==> config.mk <==
export PLATFORM = sky130hd
export DESIGN_NAME = sha256_round_engine
export DESIGN_NICKNAME = d
export VERILOG_FILES = /design/src/rtl/sha256_pkg.sv /design/src/rtl/sha256_round.sv /design/src/rtl/sha256_round_engine.sv
export SDC_FILE = /design/constraint.sdc
export NUM_CORES = 2
export LEC_CHECK = 0
export BUFFER_PORTS_ARGS = -buffer_cell sky130_fd_sc_hd__buf_2
export CAP_MARGIN = 10
export CORE_MARGIN = 5
export CORE_UTILIZATION = 46
export CTS_CLUSTER_SIZE = 20
export DETAILED_ROUTE_END_ITERATION = 10
export PLACE_DENSITY_LB_ADDON = 0.05
export SLEW_MARGIN = 40
export SYNTH_ARGS = -nofsm -noshare
export SYNTH_HDL_FRONTEND = slang
export SYNTH_HIERARCHICAL = 1
export SYNTH_SLANG_ARGS = --single-unit
==> constraint.sdc <==
create_clock -name clk -period 8.3 [get_ports clk]
set_clock_uncertainty 0.1 [all_clocks]
set_input_delay 2.075 -clock clk [delete_from_list [all_inputs] [get_ports clk]]
set_output_delay 2.075 -clock clk [all_outputs]
set_load 0.03 [all_outputs]
==> src/rtl/sha256_pkg.sv <==
// Shared SHA-256 constants, round functions and FSM state type.
// This package is used by sha256_round and sha256_round_engine.
package sha256_pkg;

    localparam int WORD_W = 32;

    typedef enum logic [1:0] {
        ST_IDLE = 2'd0,
        ST_RUN  = 2'd1,
        ST_DONE = 2'd2
    } state_e;

    localparam logic [WORD_W-1:0] K [64] = '{
        32'h428a2f98, 32'h71374491, 32'hb5c0fbcf, 32'he9b5dba5,
        32'h3956c25b, 32'h59f111f1, 32'h923f82a4, 32'hab1c5ed5,
        32'hd807aa98, 32'h12835b01, 32'h243185be, 32'h550c7dc3,
        32'h72be5d74, 32'h80deb1fe, 32'h9bdc06a7, 32'hc19bf174,
        32'he49b69c1, 32'hefbe4786, 32'h0fc19dc6, 32'h240ca1cc,
        32'h2de92c6f, 32'h4a7484aa, 32'h5cb0a9dc, 32'h76f988da,
        32'h983e5152, 32'ha831c66d, 32'hb00327c8, 32'hbf597fc7,
        32'hc6e00bf3, 32'hd5a79147, 32'h06ca6351, 32'h14292967,
        32'h27b70a85, 32'h2e1b2138, 32'h4d2c6dfc, 32'h53380d13,
        32'h650a7354, 32'h766a0abb, 32'h81c2c92e, 32'h92722c85,
        32'ha2bfe8a1, 32'ha81a664b, 32'hc24b8b70, 32'hc76c51a3,
        32'hd192e819, 32'hd6990624, 32'hf40e3585, 32'h106aa070,
        32'h19a4c116, 32'h1e376c08, 32'h2748774c, 32'h34b0bcb5,
        32'h391c0cb3, 32'h4ed8aa4a, 32'h5b9cca4f, 32'h682e6ff3,
        32'h748f82ee, 32'h78a5636f, 32'h84c87814, 32'h8cc70208,
        32'h90befffa, 32'ha4506ceb, 32'hbef9a3f7, 32'hc67178f2
    };

    localparam logic [8*WORD_W-1:0] IV = {
        32'h6a09e667, 32'hbb67ae85, 32'h3c6ef372, 32'ha54ff53a,
        32'h510e527f, 32'h9b05688c, 32'h1f83d9ab, 32'h5be0cd19
    };

    function automatic logic [WORD_W-1:0] rotr(input logic [WORD_W-1:0] x, input int n);
        return (x >> n) | (x << (WORD_W - n));
    endfunction

    function automatic logic [WORD_W-1:0] big_sigma0(input logic [WORD_W-1:0] x);
        return rotr(x, 2) ^ rotr(x, 13) ^ rotr(x, 22);
    endfunction

    function automatic logic [WORD_W-1:0] big_sigma1(input logic [WORD_W-1:0] x);
        return rotr(x, 6) ^ rotr(x, 11) ^ rotr(x, 25);
    endfunction

    function automatic logic [WORD_W-1:0] small_sigma0(input logic [WORD_W-1:0] x);
        return rotr(x, 7) ^ rotr(x, 18) ^ (x >> 3);
    endfunction

    function automatic logic [WORD_W-1:0] small_sigma1(input logic [WORD_W-1:0] x);
        return rotr(x, 17) ^ rotr(x, 19) ^ (x >> 10);
    endfunction

    function automatic logic [WORD_W-1:0] ch(input logic [WORD_W-1:0] e,
                                             input logic [WORD_W-1:0] f,
                                             input logic [WORD_W-1:0] g);
        return (e & f) ^ (~e & g);
    endfunction

    function automatic logic [WORD_W-1:0] maj(input logic [WORD_W-1:0] a,
                                              input logic [WORD_W-1:0] b,
                                              input logic [WORD_W-1:0] c);
        return (a & b) ^ (a & c) ^ (b & c);
    endfunction

endpackage

==> src/rtl/sha256_round.sv <==
// Combinational SHA-256 round and message-schedule step.
// The top module chains ROUNDS_PER_CYCLE copies of this block for each clock.
module sha256_round
    import sha256_pkg::*;
(
    input  logic [8*WORD_W-1:0]  st_i,
    input  logic [16*WORD_W-1:0] win_i,
    input  logic [WORD_W-1:0]    k_i,
    output logic [8*WORD_W-1:0]  st_o,
    output logic [16*WORD_W-1:0] win_o
);

    logic [WORD_W-1:0] a, b, c, d, e, f, g, h;
    logic [WORD_W-1:0] w0, w1, w9, w14, w_new, t1, t2;

    assign {a, b, c, d, e, f, g, h} = st_i;

    // Window word 0 is W[t]. Word j holds W[t+j].
    assign w0  = win_i[16*WORD_W-1  -: WORD_W];
    assign w1  = win_i[15*WORD_W-1  -: WORD_W];
    assign w9  = win_i[7*WORD_W-1   -: WORD_W];
    assign w14 = win_i[2*WORD_W-1   -: WORD_W];

    assign w_new = small_sigma1(w14) + w9 + small_sigma0(w1) + w0;
    assign t1    = h + big_sigma1(e) + ch(e, f, g) + k_i + w0;
    assign t2    = big_sigma0(a) + maj(a, b, c);

    assign st_o  = {t1 + t2, a, b, c, d + t1, e, f, g};
    assign win_o = {win_i[15*WORD_W-1:0], w_new};

endmodule

==> src/rtl/sha256_round_engine.sv <==
// Iterative SHA-256 compression core running ROUNDS_PER_CYCLE rounds per clock, with feed-forward.
// Define SHA256_TARGET_CMP_EN to add the target input and the registered digest <= target hit output.
module sha256_round_engine
    import sha256_pkg::*;
#(
    parameter int ROUNDS_PER_CYCLE = 1
) (
    input  logic         clk,
    input  logic         reset_n,
    input  logic         in_valid,
    output logic         in_ready,
    input  logic [511:0] in_block,
    input  logic [255:0] in_state,
    output logic         out_valid,
    input  logic         out_ready,
    output logic [255:0] out_digest,
    output logic         busy
`ifdef SHA256_TARGET_CMP_EN
    ,
    input  logic [255:0] target,
    output logic         hit
`endif
);

    localparam int R = ROUNDS_PER_CYCLE;

    if (!(R == 1 || R == 2 || R == 4 || R == 8 || R == 16)) begin : g_bad_r
        $error("sha256_round_engine: ROUNDS_PER_CYCLE must be 1, 2, 4, 8 or 16");
    end

    state_e         state_q, state_d;
    logic [5:0]     cnt_q, cnt_d;
    logic [255:0]   work_q, work_d;
    logic [511:0]   win_q, win_d;
    logic [255:0]   hsave_q, hsave_d;
    logic [255:0]   digest_q, digest_d;
    logic           out_valid_q, out_valid_d;
    logic           in_ready_q, in_ready_d;
    logic           busy_q, busy_d;
    logic [255:0]   ff_sum;

    logic [255:0]   st_c  [R+1];
    logic [511:0]   win_c [R+1];

    assign st_c[0]  = work_q;
    assign win_c[0] = win_q;

    for (genvar i = 0; i < R; i++) begin : g_round
        sha256_round u_round (
            .st_i  (st_c[i]),
            .win_i (win_c[i]),
            .k_i   (K[cnt_q + 6'(i)]),
            .st_o  (st_c[i+1]),
            .win_o (win_c[i+1])
        );
    end

    always_comb begin
        ff_sum = '0;
        for (int j = 0; j < 8; j++) begin
            ff_sum[j*WORD_W +: WORD_W] = hsave_q[j*WORD_W +: WORD_W] + work_q[j*WORD_W +: WORD_W];
        end
    end

`ifdef SHA256_TARGET_CMP_EN
    logic hit_q, hit_d;
    assign hit = hit_q;
`endif

    always_comb begin
        state_d     = state_q;
        cnt_d       = cnt_q;
        work_d      = work_q;
        win_d       = win_q;
        hsave_d     = hsave_q;
        digest_d    = digest_q;
        out_valid_d = out_valid_q;
`ifdef SHA256_TARGET_CMP_EN
        hit_d       = hit_q;
`endif
        case (state_q)
            ST_IDLE: begin
                if (in_valid && in_ready_q) begin
                    hsave_d = in_state;
                    work_d  = in_state;
                    win_d   = in_block;
                    cnt_d   = '0;
                    state_d = ST_RUN;
                end
            end
            ST_RUN: begin
                work_d = st_c[R];
                win_d  = win_c[R];
                // The final step lands on 64, which wraps the counter back to 0.
                cnt_d  = cnt_q + 6'(R);
                if (cnt_q == 6'(64 - R)) begin
                    state_d = ST_DONE;
                end
            end
            ST_DONE: begin
                if (!out_valid_q) begin
                    digest_d    = ff_sum;
                    out_valid_d = 1'b1;
`ifdef SHA256_TARGET_CMP_EN
                    hit_d       = (ff_sum <= target);
`endif
                end else if (out_ready) begin
                    out_valid_d = 1'b0;
                    state_d     = ST_IDLE;
                end
            end
            default: state_d = ST_IDLE;
        endcase
        in_ready_d = (state_d == ST_IDLE);
        busy_d     = (state_d != ST_IDLE);
    end

    always_ff @(posedge clk or negedge reset_n) begin
        if (!reset_n) begin
            state_q     <= ST_IDLE;
            cnt_q       <= '0;
            work_q      <= '0;
            win_q       <= '0;
            hsave_q     <= '0;
            digest_q    <= '0;
            out_valid_q <= 1'b0;
            in_ready_q  <= 1'b0;
            busy_q      <= 1'b0;
`ifdef SHA256_TARGET_CMP_EN
            hit_q       <= 1'b0;
`endif
        end else begin
            state_q     <= state_d;
            cnt_q       <= cnt_d;
            work_q      <= work_d;
            win_q       <= win_d;
            hsave_q     <= hsave_d;
            digest_q    <= digest_d;
            out_valid_q <= out_valid_d;
            in_ready_q  <= in_ready_d;
            busy_q      <= busy_d;
`ifdef SHA256_TARGET_CMP_EN
            hit_q       <= hit_d;
`endif
        end
    end

    assign in_ready   = in_ready_q;
    assign out_valid  = out_valid_q;
    assign out_digest = digest_q;
    assign busy       = busy_q;

endmodule
==> reports/qor.txt <==
Status -> finished, final reports clean
First-pass GRT wire length -> 522 mm
Clk Latency, worst-skew pair -> 0.86 ns
Port bufs -> 1030
Final Hold Fails -> 0
Initial antenna violation count -> 56
Final setup viols -> 0
Final worst-path cycle share -> 99.9%
Area Growth Syn to Fin -> 13.6%
Commonest cells in the netlist -> nand2_1 (2846), dfrtp_1 (1291), nor2_1 (1002)
Number of synthesized flops with an enable pin -> 0
Placed Cells -> 13.6k
1st-pass router iterations -> 8
Post-layout min period -> 8.29 ns
Die height -> 445 um
DPL Wire Length -> 287 mm
Final worst slack -> 0.00643 ns
Gr usage total -> 35.4%
Vias in the first global route -> 76.3k
Max Freq -> 0.121 GHz
Top cell type's share of synthesized area -> 37.1%
IO Count -> 1031
Prevailing post-synth register cell -> dfrtp_1
Initial Utilization -> 46.3%
Final instance area -> 99000 sq um
Drt total wl -> 363 mm
Core Area -> 188000 sq um
Initial DRC Count -> 7795
Count leader, synth -> nand2_1
Crit Path Category -> reg2reg
RSZ-0062 raised after global routing -> yes
Max cap viols -> 0
Required time worst endpoint -> 8.98 ns
Yosys top cell by area -> dfrtp_1
DRC viols -> 0
CTS tree -> built
Layout Nets -> 12.6k
Area contributors post-synth -> dfrtp_1 (37%), nand2_1 (12%), a31oi_1 (5.9%), buf_4 (5.8%), ha_1 (5.6%)
Dpl cell area -> 92600 sq um
CP most frequent cell -> buf_4
Clock Tree Root -> clkbuf_16
Max Slew Vio Count -> 0
Syn. warnings -> 6
Cts bufs inserted -> 151
Synth unique cells -> 96
Clock tree buffer depth -> 3
Synthesized instance count -> 10.8k
Ratio of cells with drive above 1 in the final layout -> 18.0%
Die W -> 445 um
Largest stage delay on the critical path -> 0.53 ns
Worst-Margin Slew -> 0.975 ns
CTS HTree Levels -> 4
# clock sinks -> 1291
Seq cells post-synth -> 1291
Synth Area per Inst -> 8.09 sq um
Sequential-to-total area share from yosys stat -> 37.1%
Syn nets -> 12.1k
Hold crit path type -> reg2reg
Rows -> 159
Syn Std Cell Area -> 87200 sq um
Avg WL per Cell -> 26.1 um
Final Wtd Congestion -> 0.982
Vias after detailed routing -> 79.1k
Crit-path slowest cell -> fa_1
Die area -> 198000 sq um
Post-DRT Antenna Nets -> 0
Worst setup EP type -> flop
Critical path startpoint category -> flop
GRT overflow -> 0
Pin count of the biggest net entering global routing -> 215
Worst-path clk slew -> 0.06 ns
# fillers -> 18.2k
Async S/R FF share, synth -> 100%
DP Worst Slack -> -0.554 ns
Via/cell ratio -> 5.69
Crit path DAT -> 8.97 ns
Slew margin rel. -> 34.3%
Finished Layout Cells -> 13.9k
Max FO, Critical Path -> 10
## cells in the final DEF, fill, tap and decap left out, types with 30 or more instances in the layout
cell type / synthesis / routed
a211oi_1: 63 / 59
buf_4: 672 / 502
dfrtp_1: 1291 / 1288
o21ai_0: 445 / 417
buf_2: 6 / 1029
xnor2_1: 376 / 370
a31oi_1: 827 / 825
nand4_1: 49 / 49
diode_2: 0 / 33
and3_1: 37 / 34
nand2b_1: 54 / 52
nor2b_1: 33 / 31
mux2_2: 31 / 31
nor3_1: 65 / 61
ha_1: 389 / 373
inv_1: 408 / 401
o21ai_1: 47 / 67
clkbuf_1: 558 / 31
o21a_1: 30 / 30
nor2_1: 1002 / 994
o31ai_1: 42 / 36
o21bai_1: 39 / 38
clkbuf_8: 0 / 46
fa_1: 195 / 195
a21oi_1: 380 / 356
nand2_1: 2846 / 2842
clkbuf_16: 0 / 155
xor2_1: 204 / 202
nand3_1: 91 / 91
a21o_1: 220 / 220
## worst max-delay path, delay by kind of cell, from the launching register on
| family | cells | cell delay, ns |
|---|---|---|
| buffers and inverters | 13 | 1.60 |
| adder cells (fa/ha/maj) | 6 | 2.64 |
| XOR/XNOR | 1 | 0.12 |
| flip-flops | 1 | 0.39 |
| AND/OR/NAND/NOR | 6 | 0.79 |
| AO/OA/AOI/OAI | 14 | 2.59 |
## stage by stage
step           hold slack (ns)  util, %  setup TNS [ns]
3_5_place_dp             0.363     49.2           -5.34
6_report                 0.370     52.6               0
4_1_cts                  0.377     52.1               0
3_3_place_gp             0.354     49.1           -4.17
5_1_grt                  0.390     52.6           -1.69
2_1_floorplan            0.352        -               0
## worst paths after layout
| kind | from | end | slack, ns | cells past startpoint |
|---|---|---|---|---|
| min in group asynchronous | reset_n | out_digest[129] | 1.01 | 1 |
| max | cnt_q[0] | work_q[255] | 0.006 | 40 |
| max reg2reg | cnt_q[0] | work_q[255] | 0.006 | 40 |
| max in group asynchronous | reset_n | win_q[303] | 4.99 | 5 |
| min reg2reg | out_digest[118] | out_digest[118] | 0.37 | 2 |
| min | out_digest[118] | out_digest[118] | 0.37 | 2 |
## per-layer routing
layer  up-vias  share of wire [%]  GRT usage (%)
li1      36494                  -              -
met1     38710                 41           47.0
met2      3163                 46           56.2
met3       747                6.9           5.97
met4        12                5.7           17.8
met5         -              0.024              0
## kinds of logic after synthesis
kind of cell | synth area share [%]
compound gates | 16.6
xor+xnor | 5.83
fa+ha+maj | 10.3
buf+inv | 10.1
flops | 37.1
mux | 0.699
simple gates | 19.4
## timing repair
action	in CTS	in global routing
hold buffers	0	0
resized for setup	52	122
endpoints found under the hold margin	0	0
cloned	0	1
endpoints found under the setup margin	22	28
setup buffers	4	16
pin swaps	29	85
## area by class of cell
| cell class | count | area (sq um) | share of cell area (%) |
|---|---|---|---|
| antenna | 33 | 82.6 | 0.0834 |
| timing repair buffer | 1594 | 10000 | 10.1 |
| inverter | 410 | 1550 | 1.56 |
| clock inverter | 44 | 582 | 0.587 |
| sequential | 1291 | 32300 | 32.6 |
| tap | 2495 | 3120 | 3.15 |
| clock buffer | 231 | 4600 | 4.65 |
| multi-input combinational | 7809 | 46700 | 47.2 |
## flip-flops by register name (all words and copies together), names as in the netlist
register	cells
out_digest	256
busy	1
work_q	256
out_valid	1
cnt_q	6
state_q	2
win_q	512
hsave_q	256
in_ready	1
Power is left out: the tool's default activity adds up to more than one toggle a clock period on the data nets, which glitch-free logic cannot reach.
